## src/rtl/rotate_arbiter_pkg.sv

```systemverilog
// Shared constants and types for the two-source rotate-right arbiter.
package rotate_arbiter_pkg;

  localparam int unsigned CntWDefault = 8;

  localparam logic SRC_A = 1'b0;
  localparam logic SRC_B = 1'b1;

  typedef enum logic {
    StEmpty = 1'b0,
    StFull  = 1'b1
  } out_state_e;

endpackage

```

## src/rtl/rotate_arbiter_rotr4.sv

```systemverilog
// Combinational 4-bit rotate-right by 0..3 positions.
module rotate_arbiter_rotr4 (
  input  logic [3:0] data,
  input  logic [1:0] amt,
  output logic [3:0] result
);

  always_comb begin
    unique case (amt)
      2'd0: result = data;
      2'd1: result = {data[0], data[3:1]};
      2'd2: result = {data[1:0], data[3:2]};
      2'd3: result = {data[2:0], data[3]};
    endcase
  end

endmodule

```

## src/rtl/rotate_arbiter.sv

```systemverilog
// Round-robin arbiter sharing one rotate-right datapath between two requesters,
// with a single registered output stage and per-source delivery counters.
module rotate_arbiter
  import rotate_arbiter_pkg::*;
#(
  parameter int unsigned CNT_W = CntWDefault
) (
  input  logic             clk,
  input  logic             rst_n,
  input  logic             a_valid,
  output logic             a_ready,
  input  logic [3:0]       a_data,
  input  logic [1:0]       a_amt,
  input  logic             b_valid,
  output logic             b_ready,
  input  logic [3:0]       b_data,
  input  logic [1:0]       b_amt,
  output logic             out_valid,
  input  logic             out_ready,
  output logic [3:0]       out_data,
  output logic             out_src,
  output logic             busy,
  output logic [CNT_W-1:0] a_count,
  output logic [CNT_W-1:0] b_count
);

  out_state_e       state_q, state_d;
  logic [3:0]       data_q, data_d;
  logic             src_q, src_d;
  logic             rr_q, rr_d;
  logic [CNT_W-1:0] a_cnt_q, b_cnt_q;

  logic       can_accept, grant_a, grant_b, accept, out_fire;
  logic [3:0] sel_data, rot_data;
  logic [1:0] sel_amt;

  assign out_valid  = (state_q == StFull);
  assign out_fire   = out_valid & out_ready;
  assign can_accept = ~out_valid | out_ready;

  // rr only breaks ties; a lone requester always wins.
  assign grant_a = a_valid & (~b_valid | (rr_q == SRC_A));
  assign grant_b = b_valid & (~a_valid | (rr_q == SRC_B));

  // Readies are forced low while reset is held.
  assign a_ready = rst_n & can_accept & grant_a;
  assign b_ready = rst_n & can_accept & grant_b;
  assign accept  = a_ready | b_ready;

  assign sel_data = grant_b ? b_data : a_data;
  assign sel_amt  = grant_b ? b_amt  : a_amt;

  rotate_arbiter_rotr4 u_rotr4 (
    .data   (sel_data),
    .amt    (sel_amt),
    .result (rot_data)
  );

  always_comb begin
    state_d = state_q;
    data_d  = data_q;
    src_d   = src_q;
    rr_d    = rr_q;
    if (accept) begin
      state_d = StFull;
      data_d  = rot_data;
      src_d   = grant_b ? SRC_B : SRC_A;
      rr_d    = grant_b ? SRC_A : SRC_B;
    end else if (out_fire) begin
      state_d = StEmpty;
    end
  end

  always_ff @(posedge clk or negedge rst_n) begin
    if (!rst_n) begin
      state_q <= StEmpty;
      data_q  <= 4'b0000;
      src_q   <= SRC_A;
      rr_q    <= SRC_A;
      a_cnt_q <= '0;
      b_cnt_q <= '0;
    end else begin
      state_q <= state_d;
      data_q  <= data_d;
      src_q   <= src_d;
      rr_q    <= rr_d;
      if (out_fire) begin
        if (src_q == SRC_B) begin
          b_cnt_q <= b_cnt_q + CNT_W'(1);
        end else begin
          a_cnt_q <= a_cnt_q + CNT_W'(1);
        end
      end
    end
  end

  assign out_data = data_q;
  assign out_src  = src_q;
  assign busy     = out_valid & ~out_ready;
  assign a_count  = a_cnt_q;
  assign b_count  = b_cnt_q;

endmodule
```

## config.mk

```make
export PLATFORM = sky130hd
export DESIGN_NAME = rotate_arbiter
export DESIGN_NICKNAME = d
export VERILOG_FILES = /design/src/rtl/rotate_arbiter_pkg.sv /design/src/rtl/rotate_arbiter_rotr4.sv /design/src/rtl/rotate_arbiter.sv
export SDC_FILE = /design/constraint.sdc
export NUM_CORES = 1
export LEC_CHECK = 0
export ABC_AREA = 1
export CAP_MARGIN = 5
export CORE_AREA = 2 2 57 59
export DETAILED_ROUTE_END_ITERATION = 8
export DIE_AREA = 0 0 59 61
export GPL_TIMING_DRIVEN = 0
export PLACE_DENSITY = 0.8
export SYNTH_ARGS = -nofsm -noshare
export SYNTH_HDL_FRONTEND = slang
export SYNTH_SLANG_ARGS = --single-unit
```

## constraint.sdc

```tcl
create_clock -name clk -period 1.4 [get_ports clk]
set_clock_uncertainty 0.05 [all_clocks]
set_input_delay 0.21 -clock clk [delete_from_list [all_inputs] [get_ports clk]]
set_output_delay 0.21 -clock clk [all_outputs]
set_load 0.05 [all_outputs]
```

* Yosys cells after proc, flatten, opt, wreduce, memory -nomap -nowiden
Index checks and enable logic that the tools add are counted.
** Word-level totals
- Flip-flop bits (word level) :: 23
** Cells by class
- Add/subtract/negate cells :: 2
- Equal/unequal tests :: 3
- Multiplexer cells :: 7
- Bitwise gates (word level) :: 17
- Reduce and logical (&&, ||, !) cells :: 4
** Operator list (number)
- $add 8x1->8 const B :: 2
- $pmux 4 s4 :: 1
- $and 1x1->1 :: 7
- $not 1->1 :: 6
- $eq 2x2->1 const B :: 2
- $mux 1 :: 4
- $mux 4 :: 1
- $or 1x1->1 :: 4
- $reduce_and 2->1 :: 2
- $eq 2x1->1 const B :: 1
- $logic_not 2->1 :: 1
- $mux 2 :: 1
- $reduce_bool 2->1 :: 1

* Depth between registers and ports, before layout
Gate-level depths: netlist (run 1).
- Depth after elaboration :: 6
- Depth in mapped cells :: 9
- Mapped depth without buffers :: 9

* By module
From an unflattened synthesis (run 1), not the netlist that was laid out.
** Second synthesis, totals
- Cells, all modules :: 182
- Area, all modules :: 1368.8 um^2
** By module, submodules not included
- rotate_arbiter :: instances 1, cells an instance 157, area each 1227.4 um^2, sequential area each 575.6 um^2
- rotate_arbiter_rotr4 :: instances 1, cells an instance 25, area each 141.4 um^2, sequential area each 0.0 um^2

* Worst setup path after synthesis (run 1)
Ideal clock, no wire load.
- Path type :: register to register
- From :: register state_q, in the netlist out_valid
- To :: register src_q, in the netlist out_src
- Setup time :: 171 ps
- Data arrival time :: 1762 ps
- Required time :: 1179 ps
- Slack :: -583 ps
- Stages on the path, launching flop included :: 5
- Path buffers :: 0
- Clock period less this slack :: 1983 ps
- Cells stage by stage :: dfrtp_1 inv_1 o21ai_0 nor2_1 o22ai_1
** On the way
- Word-level cells in the longest chain between the ends :: 5
- Elaborated cells on any way between the ends :: 6
** Ends and longest elaborated chain
- start: declaration :: RTL line rotate_arbiter.sv:27 : out_state_e state_q, state_d;
- start signal: assignment :: RTL line rotate_arbiter.sv:76 : state_q <= StEmpty;
- start signal: assignment :: RTL line rotate_arbiter.sv:83 : state_q <= state_d;
- $not 1->1 :: RTL line rotate_arbiter.sv:39 : assign can_accept = ~out_valid | out_ready;
- $or 1x1->1 :: RTL line rotate_arbiter.sv:39
- $and 1x1->1 (2 in series) :: RTL line rotate_arbiter.sv:46 : assign a_ready = rst_n & can_accept & grant_a;
- via a_ready :: RTL line rotate_arbiter.sv:11 : output logic a_ready,
- $or 1x1->1 :: RTL line rotate_arbiter.sv:48 : assign accept = a_ready | b_ready;
- end signal: assignment :: RTL line rotate_arbiter.sv:85 : src_q <= src_d;
- end: declaration :: RTL line rotate_arbiter.sv:29 : logic src_q, src_d;
The timed path passes the listed nets, and every way through them passes these cells.
A chain may end at the register's enable or synchronous reset.

* Final worst setup path (run 1)
- From :: register rr_q
- To :: register data_q[2], in the netlist out_data[2]
** On the way
- Word-level cells in the longest chain between the ends :: 5
- Elaborated cells on any way between the ends :: 15
** Ends and longest elaborated chain
- start: declaration :: RTL line rotate_arbiter.sv:30 : logic rr_q, rr_d;
- start signal: assignment :: RTL line rotate_arbiter.sv:86 : rr_q <= rr_d;
- $or 1x1->1 or $not 1->1 (tied branches) :: RTL line rotate_arbiter.sv:43, rotate_arbiter.sv:42
- $and 1x1->1 or $or 1x1->1 (tied branches) :: RTL line rotate_arbiter.sv:43, rotate_arbiter.sv:42
- $mux 2 or $and 1x1->1 (tied branches) :: RTL line rotate_arbiter.sv:51, rotate_arbiter.sv:42
- $eq 2x2->1, or another cell as far along :: RTL line rotate_arbiter_rotr4.sv:9 : unique case (amt)
- $pmux 4 s4 or $or 1x1->1 (tied branches) :: RTL line rotate_arbiter_rotr4.sv:9, rotate_arbiter.sv:48
- end signal: assignment :: RTL line rotate_arbiter.sv:84 : data_q <= data_d;
- end: declaration :: RTL line rotate_arbiter.sv:28 : logic [3:0] data_q, data_d;
Several ways; a longest one is shown, not always the timed one.

==> results.toml, run 1 <==
[drt]
avgViaCountPerCell = 5.42
vias = 1388
postRouteAntennaNets = 0
drc = 0
wirelength_mm = 3.92
wl_per_cell_um = 15.3
firstDrtPassIters = 4
drt-initial-drc-count = 59

[global_routing]
antenna_found_initial = 0
grt_pass1_vias = 1299
grt_usage = 0.200
grt_max_degree = 25
grt_overflow = 0
grt_pass1_wl_mm = 5.33

[setup_path]
reg2reg_from = "rr_q"
slowest_stage = "dfrtp_1"
endpoint_kind = "flop"
path_class = "reg -> reg"
required_ns = 1.57
cp_num_buf_inv = 2
start_kind = "flop"
crit_path_max_incr_delay_ns = 0.45
cp_max_fo = 6
cp_cell_sequence = "inv_2 > nand2_4 > buf_4 > nand3_1 > nand2_2 > o21ai_1 > nand3_1 > nand2_1 > nand2_1"
cp-startpoint = "rr_q"
cp.arrival_ns = 1.72
crit_family = "simple AND/OR/NAND/NOR gates"

[timing]
max_freq_ghz = 0.646
setup_violations = 9
slew_headroom = 0.620
setup-tns-final_ns = -0.760
fin_ws_ns = -0.148
tightestPinTransition_ns = 0.570
hold_ws_ns = -0.184
hold_violations = 23
maxSlewViolCount = 0
fin_crit_sh = 1.11
period_needed_ns = 1.55
rsz0062_at_grt = "yes"

[finish]
fin_area_um2 = 2200
nets = 243
nFillCells = 208
multi_input_area_um2 = 895
diodes = 0
drive_above_1_share = 0.525
instances_no_fill = 256
regArea_um2 = 586
syn2layout_area_growth_pct = 73.1

[clocking]
worstSkewPairLatency_ns = 0.31
cts_buffers = 3
clock-root-buffer = "clkbuf_4"
cts-htree-levels = 1
cts_tree = "yes"
path_clk_slew_ns = 0.13
clk_path_buf_depth = 2
cts_sinks = 23

[place]
post_dp_cell_area_um2 = 1780
portBuffers = 41
gp_congestion = 0.750
dp_hpwl_mm = 2.42
dp_cells = 231

[power_and_ir_drop]
ir_drop_mv = 0.613
powerDensity_nw_per_um2 = 1440
leakage_uw = 0.00107
total_power_uw = 3170

[floorplan]
die_w_um = 59
start_util = 0.431
dieArea_um2 = 3600
rows = 20
io_pins = 42
core_area_um2 = 2950
die_h_um = 61

[synth]
synth_seq_cells = 23
synth-compound-area-share = 0.0591
yosysWarningCount = 0
yosys.area_share.adder = 0.0197
syn-instance-count = 157
synth_top_family_by_area = "simple AND/OR/NAND/NOR gates"
syn_area_um2 = 1270
yosysUniqueCellTypes = 21
synth_seq_area_share = 0.453
yosysTopAreaCell = "dfrtp_1"
avgSynthCellArea_um2 = 8.10
synth_top_area_share = 0.453
synth_area_leaders = "dfrtp_1, nand2_1, nand3_1"
synthSimpleGateAreaFrac = 0.304
muxShareOfSynthArea = 0.00886
synth_nets = 176
synth_xor_area_frac = 0.0896

[run_status]
violations = "hold timing, setup timing"
outcome = "finished with violations"

[job]
max_cap_violations = 0

[hold_path]
hold_path_class = "in -> async"
path summary, 6_finish.rpt:
| path | endpoint | slack (ns) | depth (start not counted) |
|---|---|---|---|
| setup / recovery | out_data[2] | -0.15 | 9 |
| hold / removal | a_count[7] | -0.18 | 1 |
| setup reg to reg | out_data[2] | -0.15 | 9 |
| hold reg to reg | b_count[7] | 0.43 | 1 |
| max in group asynchronous | b_count[1] | 1.07 | 1 |
| min in group clk | out_src | 0.43 | 5 |
per-layer routing:
metal  vias up  global-route usage  routed length [um]
li1        638                   -                   -
met1       656               0.202                1420
met2        72               0.384                2090
met3        22              0.0299                 229
met4         0               0.120                 184
met5         -                   0                   0
worst reg2reg max path: cells and delay by family, from the launching register on:
kind	cells	cell delay, ns
flip-flops	1	0.45
AO/OA/AOI/OAI	1	0.21
buffers and inverters	2	0.24
AND/OR/NAND/NOR	6	0.50
logic make-up after synthesis:
logic type,Yosys count
AND/OR/NAND/NOR,82
flip-flops,23
buffers and inverters,22
AO/OA/AOI/OAI,14
XOR/XNOR,13
adder cells (fa/ha/maj),2
multiplexers,1
what timing repair did:
action | in CTS | in global routing
hold endpoints to repair | 23 | 23
setup buffers | 9 | 12
endpoints found under the setup margin | 38 | 24
resized for setup | 125 | 69
pin swaps | 7 | 21
metrics by stage:
| step | utilization | worst slack, ns |
|---|---|---|
| 5_1_grt | 0.745 | -0.298 |
| 3_5_place_dp | 0.604 | -1.55 |
| 2_1_floorplan | - | -0.0564 |
| 6_report | 0.745 | -0.148 |
| 3_3_place_gp | 0.604 | -1.49 |
| 4_1_cts | 0.659 | -0.131 |
power breakdown:
group | internal (uW) | total (uW) | switching [uW]
clock | 107 | 313 | 206
sequential | 866 | 1110 | 244
combinational | 550 | 1750 | 1200
total | 1520 | 3170 | 1650
area by class of cell:
type / instances / area share
timing repair buffer: 62 / 0.254
sequential: 23 / 0.266
clock inverter: 1 / 0.00227
tap: 33 / 0.0188
clock buffer: 3 / 0.0102
buffer: 1 / 0.00512
inverter: 21 / 0.0370
multi-input combinational: 112 / 0.406
cell usage in the layout, fill, tap and decap left out, types with 2 or more instances in the layout:
cell / n
nand2_2: 7
o21ai_2: 7
dfrtp_2: 8
inv_2: 3
inv_1: 17
nand2_1: 23
nand3_2: 10
dfrtp_1: 15
buf_4: 16
nand3_4: 2
clkdlybuf4s15_2: 8
nor3_2: 2
buf_2: 13
clkbuf_4: 3
buf_12: 2
xnor2_1: 4
nand2_4: 10
o21ai_1: 2
clkdlybuf4s50_1: 13
nand3_1: 16
buf_6: 7
nor2_2: 2
nor2_4: 6
xor2_1: 9
sequential cells by signal, indices dropped and copies added (netlist names):
signal / flops
a_count: 8
b_count: 8
out_data: 4
out_src: 1
out_valid: 1
rr_q: 1
cells in the mapped netlist:
cell type / count
xor2_1: 9
nor2_2: 1
nand4_2: 1
nor2_1: 8
or2_4: 1
o22ai_1: 1
buf_2: 1
nand2_2: 2
nand2_1: 39
o21ai_0: 10
o21ai_1: 1
a21oi_2: 1
ha_1: 2
nand3_2: 2
nand3_1: 26
inv_1: 21
dfrtp_1: 23
a21oi_1: 1
nor3_2: 2
xnor2_1: 4
mux2_2: 1
(Power assumes the default switching activity.)
==> inputs of run 2 (changes only) <==
RECOVER_POWER = 100   (was not set)
==> results of run 2 <==
No change in the layout: final DEF, timing and power equal those of run 1.
